[src/rtl/glitch_pkg.sv]
// Shared constants for the glitch filter: FSM state encodings and parameter defaults.
package glitch_pkg;

  localparam logic [0:0] ST_STABLE  = 1'b0;
  localparam logic [0:0] ST_PENDING = 1'b1;

  localparam int DEF_STABLE_CYCLES = 3;
  localparam int DEF_CNT_W         = 8;

endpackage

[src/rtl/glitch_filter_sync2.sv]
// Two-flop synchronizer (module sync2) for a single asynchronous bit.
module sync2 #(
  parameter bit RESET_VAL = 1'b0
) (
  input  logic clk,
  input  logic rst,
  input  logic d,
  output logic q
);

  logic [1:0] stage_reg;

  always_ff @(posedge clk) begin
    if (rst) begin
      stage_reg <= {2{RESET_VAL}};
    end else begin
      stage_reg <= {stage_reg[0], d};
    end
  end

  assign q = stage_reg[1];

endmodule

[src/rtl/glitch_filter.sv]
// Glitch filter: synchronizes din and accepts a level change only after STABLE_CYCLES
// consecutive differing samples. Optional glitch_width output under macro GLITCH_WIDTH_EN.
module glitch_filter
  import glitch_pkg::*;
#(
  parameter int STABLE_CYCLES = DEF_STABLE_CYCLES,
  parameter int CNT_W         = DEF_CNT_W,
  parameter bit RESET_LEVEL   = 1'b0
) (
  input  logic             clk,
  input  logic             rst,
  input  logic             din,
  input  logic             clear_count,
  output logic             dout,
  output logic             glitch,
  output logic [CNT_W-1:0] glitch_count
`ifdef GLITCH_WIDTH_EN
  ,
  output logic [CNT_W-1:0] glitch_width
`endif
);

  localparam logic [CNT_W-1:0] RUN_LAST  = CNT_W'(STABLE_CYCLES - 1);
  localparam logic [CNT_W-1:0] COUNT_MAX = {CNT_W{1'b1}};

  logic             din_s;
  logic [0:0]       state_reg, state_next;
  logic [CNT_W-1:0] run_cnt_reg, run_cnt_next;
  logic             dout_reg, dout_next;
  logic             glitch_reg, glitch_next;
  logic [CNT_W-1:0] count_reg, count_next;

  sync2 #(
    .RESET_VAL(RESET_LEVEL)
  ) u_sync2 (
    .clk(clk),
    .rst(rst),
    .d  (din),
    .q  (din_s)
  );

  always_comb begin
    state_next   = state_reg;
    run_cnt_next = run_cnt_reg;
    dout_next    = dout_reg;
    glitch_next  = 1'b0;
    count_next   = count_reg;

    case (state_reg)
      ST_STABLE: begin
        if (din_s != dout_reg) begin
          state_next   = ST_PENDING;
          run_cnt_next = CNT_W'(1);
        end else begin
          run_cnt_next = '0;
        end
      end
      ST_PENDING: begin
        if (din_s == dout_reg) begin
          // Input fell back before the run completed: reject it as a glitch.
          glitch_next  = 1'b1;
          state_next   = ST_STABLE;
          run_cnt_next = '0;
        end else if (run_cnt_reg == RUN_LAST) begin
          dout_next    = din_s;
          state_next   = ST_STABLE;
          run_cnt_next = '0;
        end else begin
          run_cnt_next = run_cnt_reg + 1'b1;
        end
      end
      default: begin
        state_next   = ST_STABLE;
        run_cnt_next = '0;
      end
    endcase

    // A clear coinciding with a glitch restarts at 1 so that glitch is not lost.
    if (glitch_next) begin
      if (clear_count) begin
        count_next = CNT_W'(1);
      end else if (count_reg != COUNT_MAX) begin
        count_next = count_reg + 1'b1;
      end
    end else if (clear_count) begin
      count_next = '0;
    end
  end

  always_ff @(posedge clk) begin
    if (rst) begin
      state_reg   <= ST_STABLE;
      run_cnt_reg <= '0;
      dout_reg    <= RESET_LEVEL;
      glitch_reg  <= 1'b0;
      count_reg   <= '0;
    end else begin
      state_reg   <= state_next;
      run_cnt_reg <= run_cnt_next;
      dout_reg    <= dout_next;
      glitch_reg  <= glitch_next;
      count_reg   <= count_next;
    end
  end

`ifdef GLITCH_WIDTH_EN
  logic [CNT_W-1:0] width_reg;

  always_ff @(posedge clk) begin
    if (rst) begin
      width_reg <= '0;
    end else if (glitch_next) begin
      width_reg <= run_cnt_reg;
    end
  end

  assign glitch_width = width_reg;
`endif

  assign dout         = dout_reg;
  assign glitch       = glitch_reg;
  assign glitch_count = count_reg;

endmodule

[config.mk]
export PLATFORM = sky130hd
export DESIGN_NAME = glitch_filter
export DESIGN_NICKNAME = d
export VERILOG_FILES = /design/src/rtl/glitch_pkg.sv /design/src/rtl/glitch_filter_sync2.sv /design/src/rtl/glitch_filter.sv
export SDC_FILE = /design/constraint.sdc
export NUM_CORES = 1
export LEC_CHECK = 0
export BUFFER_PORTS_ARGS = -buffer_cell sky130_fd_sc_hd__buf_4
export CORE_MARGIN = 2
export CORE_UTILIZATION = 35
export DETAILED_ROUTE_END_ITERATION = 7
export GPL_TIMING_DRIVEN = 0
export MAX_ROUTING_LAYER = met4
export PLACE_DENSITY = 0.53
export REMOVE_ABC_BUFFERS = 1
export SLEW_MARGIN = 20
export SYNTH_ARGS = -nofsm -noshare
export SYNTH_HDL_FRONTEND = slang
export SYNTH_HIERARCHICAL = 1
export SYNTH_SLANG_ARGS = --single-unit
[constraint.sdc]
create_clock -name clk -period 4.1 [get_ports clk]
set_clock_uncertainty 0.2 [all_clocks]
set_input_delay 0.205 -clock clk [delete_from_list [all_inputs] [get_ports clk]]
set_output_delay 0.205 -clock clk [all_outputs]
set_load 0.05 [all_outputs]
==> reports/metrics.cfg, run 1 <==
[outcome]
status=finished clean

[drt]
ant_nets=0
drc=0
wire_per_inst_um=12.68
vias=798
detail_route.wirelength_um=1914
first_pass_iters=4
drt_iter0_markers=15
via_per_inst=5.285

[pwr]
pwr-share-comb_pct=4.8
power_frac_seq_pct=64.2
intPower_mw=0.2493
pwr-share-clk_pct=31.0
ir_drop_v=0.0001550
power_density_nw_per_um2=284.4
leakagePower_nw=0.4700
power_mw=0.3228
p_sw_mw=0.07346
switching_share_pct=22.76

[critical_path]
endpoint_kind=register
rr_worst_depth=5
arrival_ns=2.38
r2r_slack_ns=1.77
cp.required_ns=4.15
path_max_fanout=6
cp-start-kind=register
timing.rr.start=dout
r2r_end=glitch_count[7]
critical_path_class=register to register

[timing]
hold_viol_final=0
fin_ws_ns=1.775
rsz0062_at_grt=false
setup_viol=0
timing.fmax_ghz=0.4300
fin_crit_ns=2.325
finalCritPeriodShare_pct=56.72
relSlewSlack_pct=71.10
slew_violations=0
tightest_slew_ns=0.4296
timing.setup.tns_ns=0

[clock_network]
cts_max_path_buffers=2
cts_tree=built
holdBufCountCts=5
numClockSinks=21
path_clk_slew_ns=0.12
numCtsBuffers=3
clk_latency_ns=0.30
htree_levels=1
cts_setup_buffers=0
root_buffer=clkbuf_4
cts.repair.resized=0

[logic_synthesis]
ys_top_cells_by_count=dfxtp_1, nor2_1, nand2_1, nand3_1
yosysSeqAreaShare_pct=44.86
ys_ff_latch=21
mappedNetlistArea_sq_um=937.1
synth-edff-count=0
synth_top_cell_area_share_pct=44.86
ys_types=33
synthTopCellsByArea=dfxtp_1, nor2_1, xor2_1, nand3_1, ha_1
synth_ff_type=dfxtp_1
yosysMostFrequentCell=dfxtp_1
yosys_warnings=6
synth_largest_area_cell=dfxtp_1
synthArstFlopShare_pct=0
avgSynthCellArea_sq_um=9.279
synth_cells=101

[global_route]
grt_pass1_vias=798
grt_max_degree=13
grt_pass1_wl_um=3484
antenna_found_initial=0
grt.overflow.total=0
track_usage_pct=14.30

[min_path]
hp-class=register to register
worstHoldPathCells=1
min-delay-start=u_sync2/stage_reg[0]
worstHoldEndpoint=u_sync2/stage_reg[1]

[place]
place_area_sq_um=1057
gp_congestion=0.7269
dpl.hpwl_um=1378
pre_cts_ws_ns=2.300
io_buffers=13

[final_layout]
fin_area_sq_um=1135
layout-drive-gt1-share_pct=19.01
diodes=0
nNetsFinal=129
area_growth_pct=21.09

[floorplan]
rows=18
io_pins=14
die_x_um=55.75
initial_core_util_pct=37.49
core-area_sq_um=2500
die-area_sq_um=3108
die_h_um=55.75

[run]
maxCapViolations=0

[power by group through the flow]
stage,Sequential (mW),Clock [mW],Combinational (mW)
after floorplan,0.213,0,0.00443
after detailed placement,0.212,0,0.0125
final,0.207,0.100,0.0154
after global routing,0.208,0.112,0.0168
after CTS,0.207,0.107,0.0155
after global placement,0.212,0,0.0122
[metrics by stage]
step	instances	hold slack [ns]	util, %
after CTS	151	0.2605	45.40
after floorplan	99	0.07386	-
after detailed placement	142	0.2305	42.29
final	151	0.2550	45.40
after global routing	151	0.2696	45.40
after global placement	142	0.2261	42.29
[metal layers]
layer,global-route usage [%],vias to the layer above,wire (um)
met4,6.272,0,15
met3,2.326,2,68
li1,-,406,-
met1,19.57,376,968
met2,20.75,14,861
met5,-,-,0
[worst max-delay path, stage by stage, from the launching register on]
cell and delay, ns:
dfxtp_1 0.35, xnor2_1 0.35, and3_1 0.34, a31oi_1 0.12, a2111oi_2 0.33, dlygate4sd3_1 0.58
[layout by cell type, fill, tap and decap left out, types with 2 or more instances in the layout]
cell type	count
nand4_1	3
nor2_1	13
buf_4	13
nand2_1	8
dlygate4sd3_1	5
nand3_1	8
xnor2_1	2
mux2i_1	3
and3_1	5
nor2b_1	2
a21oi_1	2
clkbuf_4	3
nor3_1	3
nor4_1	2
a31oi_1	2
ha_1	3
and2_1	2
xor2_1	5
dfxtp_1	21
[cell type report]
class                           instances  area, sq um
Clock inverter                          1        5.005
Sequential cell                        21        420.4
Multi-Input combinational cell         77        498.0
Fill cell                             249         1365
Clock buffer                            3        22.52
Timing Repair Buffer                   18        147.6
Tap cell                               30        37.54
Inverter                                1        3.754
[worst max path at each step]
stage	from	endpoint	slack, ns	cells past startpoint
3_3_place_gp	dout	glitch_count[4]	2.32	4
4_1_cts	dout	glitch_count[7]	1.79	5
5_1_grt	dout	glitch_count[7]	1.57	5
2_1_floorplan	glitch_count[0]	glitch_count[4]	2.11	5
3_5_place_dp	dout	glitch_count[4]	2.30	4
6_report	dout	glitch_count[7]	1.77	5
[cells by family after synthesis]
logic type	count (synthesis)	synth area share (%)
muxes	3	3.204
AOI/OAI and AO/OA	12	10.28
DFF	21	44.86
buffers and inverters	3	2.002
xor gates and xnor gates	7	6.542
and+or+nand+nor	52	29.11
adders and majority gates	3	4.006
No activity file was read; power rests on OpenSTA's default activity.
==> run 2: changes to the inputs <==
--- a/config.mk
+++ b/config.mk
@@ -11,7 +11,7 @@
 export DETAILED_ROUTE_END_ITERATION = 7
 export GPL_TIMING_DRIVEN = 0
 export MAX_ROUTING_LAYER = met4
-export PLACE_DENSITY = 0.53
+export PLACE_DENSITY = 0.55
 export REMOVE_ABC_BUFFERS = 1
 export SLEW_MARGIN = 20
 export SYNTH_ARGS = -nofsm -noshare
==> constraint.sdc (replaced) <==
create_clock -name clk -period 1.9 [get_ports clk]
set_clock_uncertainty 0.2 [all_clocks]
set_input_delay 0.095 -clock clk [delete_from_list [all_inputs] [get_ports clk]]
set_output_delay 0.095 -clock clk [all_outputs]
set_load 0.05 [all_outputs]
==> run 2 against run 1 <==
Utilization shrank 0.10 points. Power grew 120%. Clock power grew 120%. Largest power group unchanged. Combinational power grew 120%. Critical path depth shrank 1. Largest cell class unchanged. Critical path type unchanged. Clock-buffer cell count is the same. Wire length shrank 5.7%. Final cell count shrank 0.66%. Sequential cell count is the same. Highest routed layer unchanged. First-iteration DRC count shrank 20%.
==> reports/metrics.cfg, run 2 (same netlist as run 1, synthesis figures left out) <==
[outcome]
status=finished clean  ; unchanged

[final_layout]
area_growth_pct=20.83  ; was 21.09%
layout_commonest_cell=dfxtp_1  ; unchanged
nNetsFinal=128  ; was 129
diodes=0  ; unchanged
num-fill-cells=249  ; unchanged
utilization_pct=45.30  ; was 45.40%
instances_no_fill=150  ; was 151
layout-drive-gt1-share_pct=20.00  ; was 19.01%
final_cell_mix=dfxtp_1, nor2_1, buf_4  ; unchanged

[critical_path]
path_max_fanout=6  ; unchanged
cp.required_ns=1.95  ; was 4.15 ns
arrival_ns=1.79  ; was 2.38 ns
cp-start-kind=register  ; unchanged
rr_worst_depth=4  ; was 5
timing.rr.start=dout  ; unchanged
endpoint_kind=register  ; unchanged
r2r_slack_ns=0.16  ; was 1.77 ns
cp_slowest_stage_delay_ns=0.51  ; was 0.58 ns
r2r_end=glitch_count[4]  ; was glitch_count[7]
crit_chain=xnor2_2 -> nand2_1 -> or4_1 -> a21boi_1  ; was xnor2_1 -> and3_1 -> a31oi_1 -> a2111oi_2 -> dlygate4sd3_1
critical_path_class=register to register  ; unchanged
cp_slowest_cell=or4_1  ; was dlygate4sd3_1

[timing]
setup_viol=0  ; unchanged
timing.fmax_ghz=0.5734  ; was 0.4300 GHz
slew_violations=0  ; unchanged
fin_crit_ns=1.744  ; was 2.325 ns
rsz0062_at_grt=false  ; unchanged
relSlewSlack_pct=75.78  ; was 71.10%
hold_ws_ns=0.2560  ; was 0.2550 ns
tightest_slew_ns=0.3599  ; was 0.4296 ns
finalCritPeriodShare_pct=91.79  ; was 56.72%
hold_viol_final=0  ; unchanged
timing.setup.tns_ns=0  ; unchanged

[clock_network]
clk_latency_ns=0.31  ; was 0.30 ns
cts_max_path_buffers=2  ; unchanged
numCtsBuffers=3  ; unchanged
path_clk_slew_ns=0.13  ; was 0.12 ns
root_buffer=clkbuf_4  ; unchanged
htree_levels=1  ; unchanged
numClockSinks=21  ; unchanged
cts_tree=built  ; unchanged

[place]
dpl.hpwl_um=1287  ; was 1378 um
placed_cells=142  ; unchanged
gp_congestion=0.8167  ; was 0.7269
io_buffers=13  ; unchanged

[run]
maxCapViolations=0  ; unchanged

[pwr]
power_density_nw_per_um2=620.9  ; was 284.4 nW/um^2
leakagePower_nw=0.4648  ; was 0.4700 nW
ir_drop_v=0.0003836  ; was 0.0001550 V

[drt]
detail_route.wirelength_um=1804  ; was 1914 um
drt_iter0_markers=12  ; was 15
first_pass_iters=4  ; unchanged
vias=764  ; was 798
wire_per_inst_um=12.03  ; was 12.68 um
drc=0  ; unchanged
via_per_inst=5.093  ; was 5.285
ant_nets=0  ; unchanged

[min_path]
hp-class=register to register  ; unchanged
min-delay-start=u_sync2/stage_reg[0]  ; unchanged
worstHoldEndpoint=u_sync2/stage_reg[1]  ; unchanged
worstHoldPathCells=1  ; unchanged

[floorplan]
rows=18  ; unchanged
core-area_sq_um=2500  ; unchanged
initial_core_util_pct=37.49  ; unchanged
die_x_um=55.75  ; unchanged
die_h_um=55.75  ; unchanged
die-area_sq_um=3108  ; unchanged
io_pins=14  ; unchanged

[global_route]
grt_pass1_vias=684  ; was 798
grt_pass1_wl_um=3167  ; was 3484 um
grt_max_degree=13  ; unchanged
grt.overflow.total=0  ; unchanged
antenna_found_initial=0  ; unchanged
track_usage_pct=13.01  ; was 14.30%

==> run 2: cell count changes in the layout (fill, tap and decap cells not counted) <==
| cell | previous run | this run |
|---|---|---|
| xnor2_2 | 0 | 1 |
| xnor2_1 | 2 | 1 |
| dlygate4sd3_1 | 5 | 4 |
==> run 2: per-layer routing <==
metal / global-route usage (%) / up-vias / share of wire, %
met3: 2.326 / 2 / 2.9
met5: - / - / 0
li1: - / 408 / -
met2: 18.20 / 7 / 43
met1: 18.44 / 347 / 54
met4: 5.226 / 0 / 0.72
==> run 2: what timing repair did <==
| item | in CTS | in global routing |
|---|---|---|
| hold buffers | 4 | 0 |
| resized for setup | 0 | 1 |
| setup endpoints to repair | 0 | 2 |
| endpoints found under the hold margin | 11 | 0 |
| setup buffers | 0 | 0 |
==> run 2: area by class of cell <==
| cell class | count | area, sq um | share of cell area [%] |
|---|---|---|---|
| sequential | 21 | 420.4 | 37.13 |
| inverter | 1 | 3.754 | 0.3315 |
| clock buffer | 3 | 22.52 | 1.989 |
| clock inverter | 1 | 5.005 | 0.4420 |
| timing repair buffer | 17 | 137.6 | 12.15 |
| multi-input combinational | 77 | 505.5 | 44.64 |
| tap | 30 | 37.54 | 3.315 |
==> run 2: worst max-delay path by stage <==
stage / start / end / slack [ns] / depth (start not counted)
6_report: dout / glitch_count[4] / 0.16 / 4
5_1_grt: glitch_count[0] / glitch_count[4] / 0.04 / 5
4_1_cts: dout / glitch_count[4] / 0.03 / 4
3_5_place_dp: dout / glitch_count[4] / 0.07 / 4
3_3_place_gp: dout / glitch_count[4] / 0.12 / 4
2_1_floorplan: glitch_count[0] / glitch_count[4] / -0.09 / 5
==> run 2: power breakdown <==
part	switching [mW]	internal (mW)	leakage, nW
Sequential	0.00347	0.444	0.170
Combinational	0.0174	0.0158	0.277
Clock	0.144	0.0785	0.0177
Total	0.165	0.539	0.465
==> run 2: worst max-delay path: cells and delay by family (launching register included) <==
family | cells | cell delay [ns]
AO/OA/AOI/OAI | 1 | 0.14
XOR/XNOR | 1 | 0.26
flip-flops | 1 | 0.36
AND/OR/NAND/NOR | 2 | 0.72
==> run 2: metrics by stage <==
| stage | setup WS, ns | area [sq um] | power (mW) |
|---|---|---|---|
| after floorplan | -0.08550 | 922.1 | 0.4691 |
| after global placement | 0.1231 | 1057 | 0.4838 |
| after detailed placement | 0.06996 | 1057 | 0.4841 |
| after CTS | 0.03025 | 1125 | 0.7113 |
| after global routing | 0.03658 | 1132 | 0.7293 |
| final | 0.1560 | 1132 | 0.7031 |
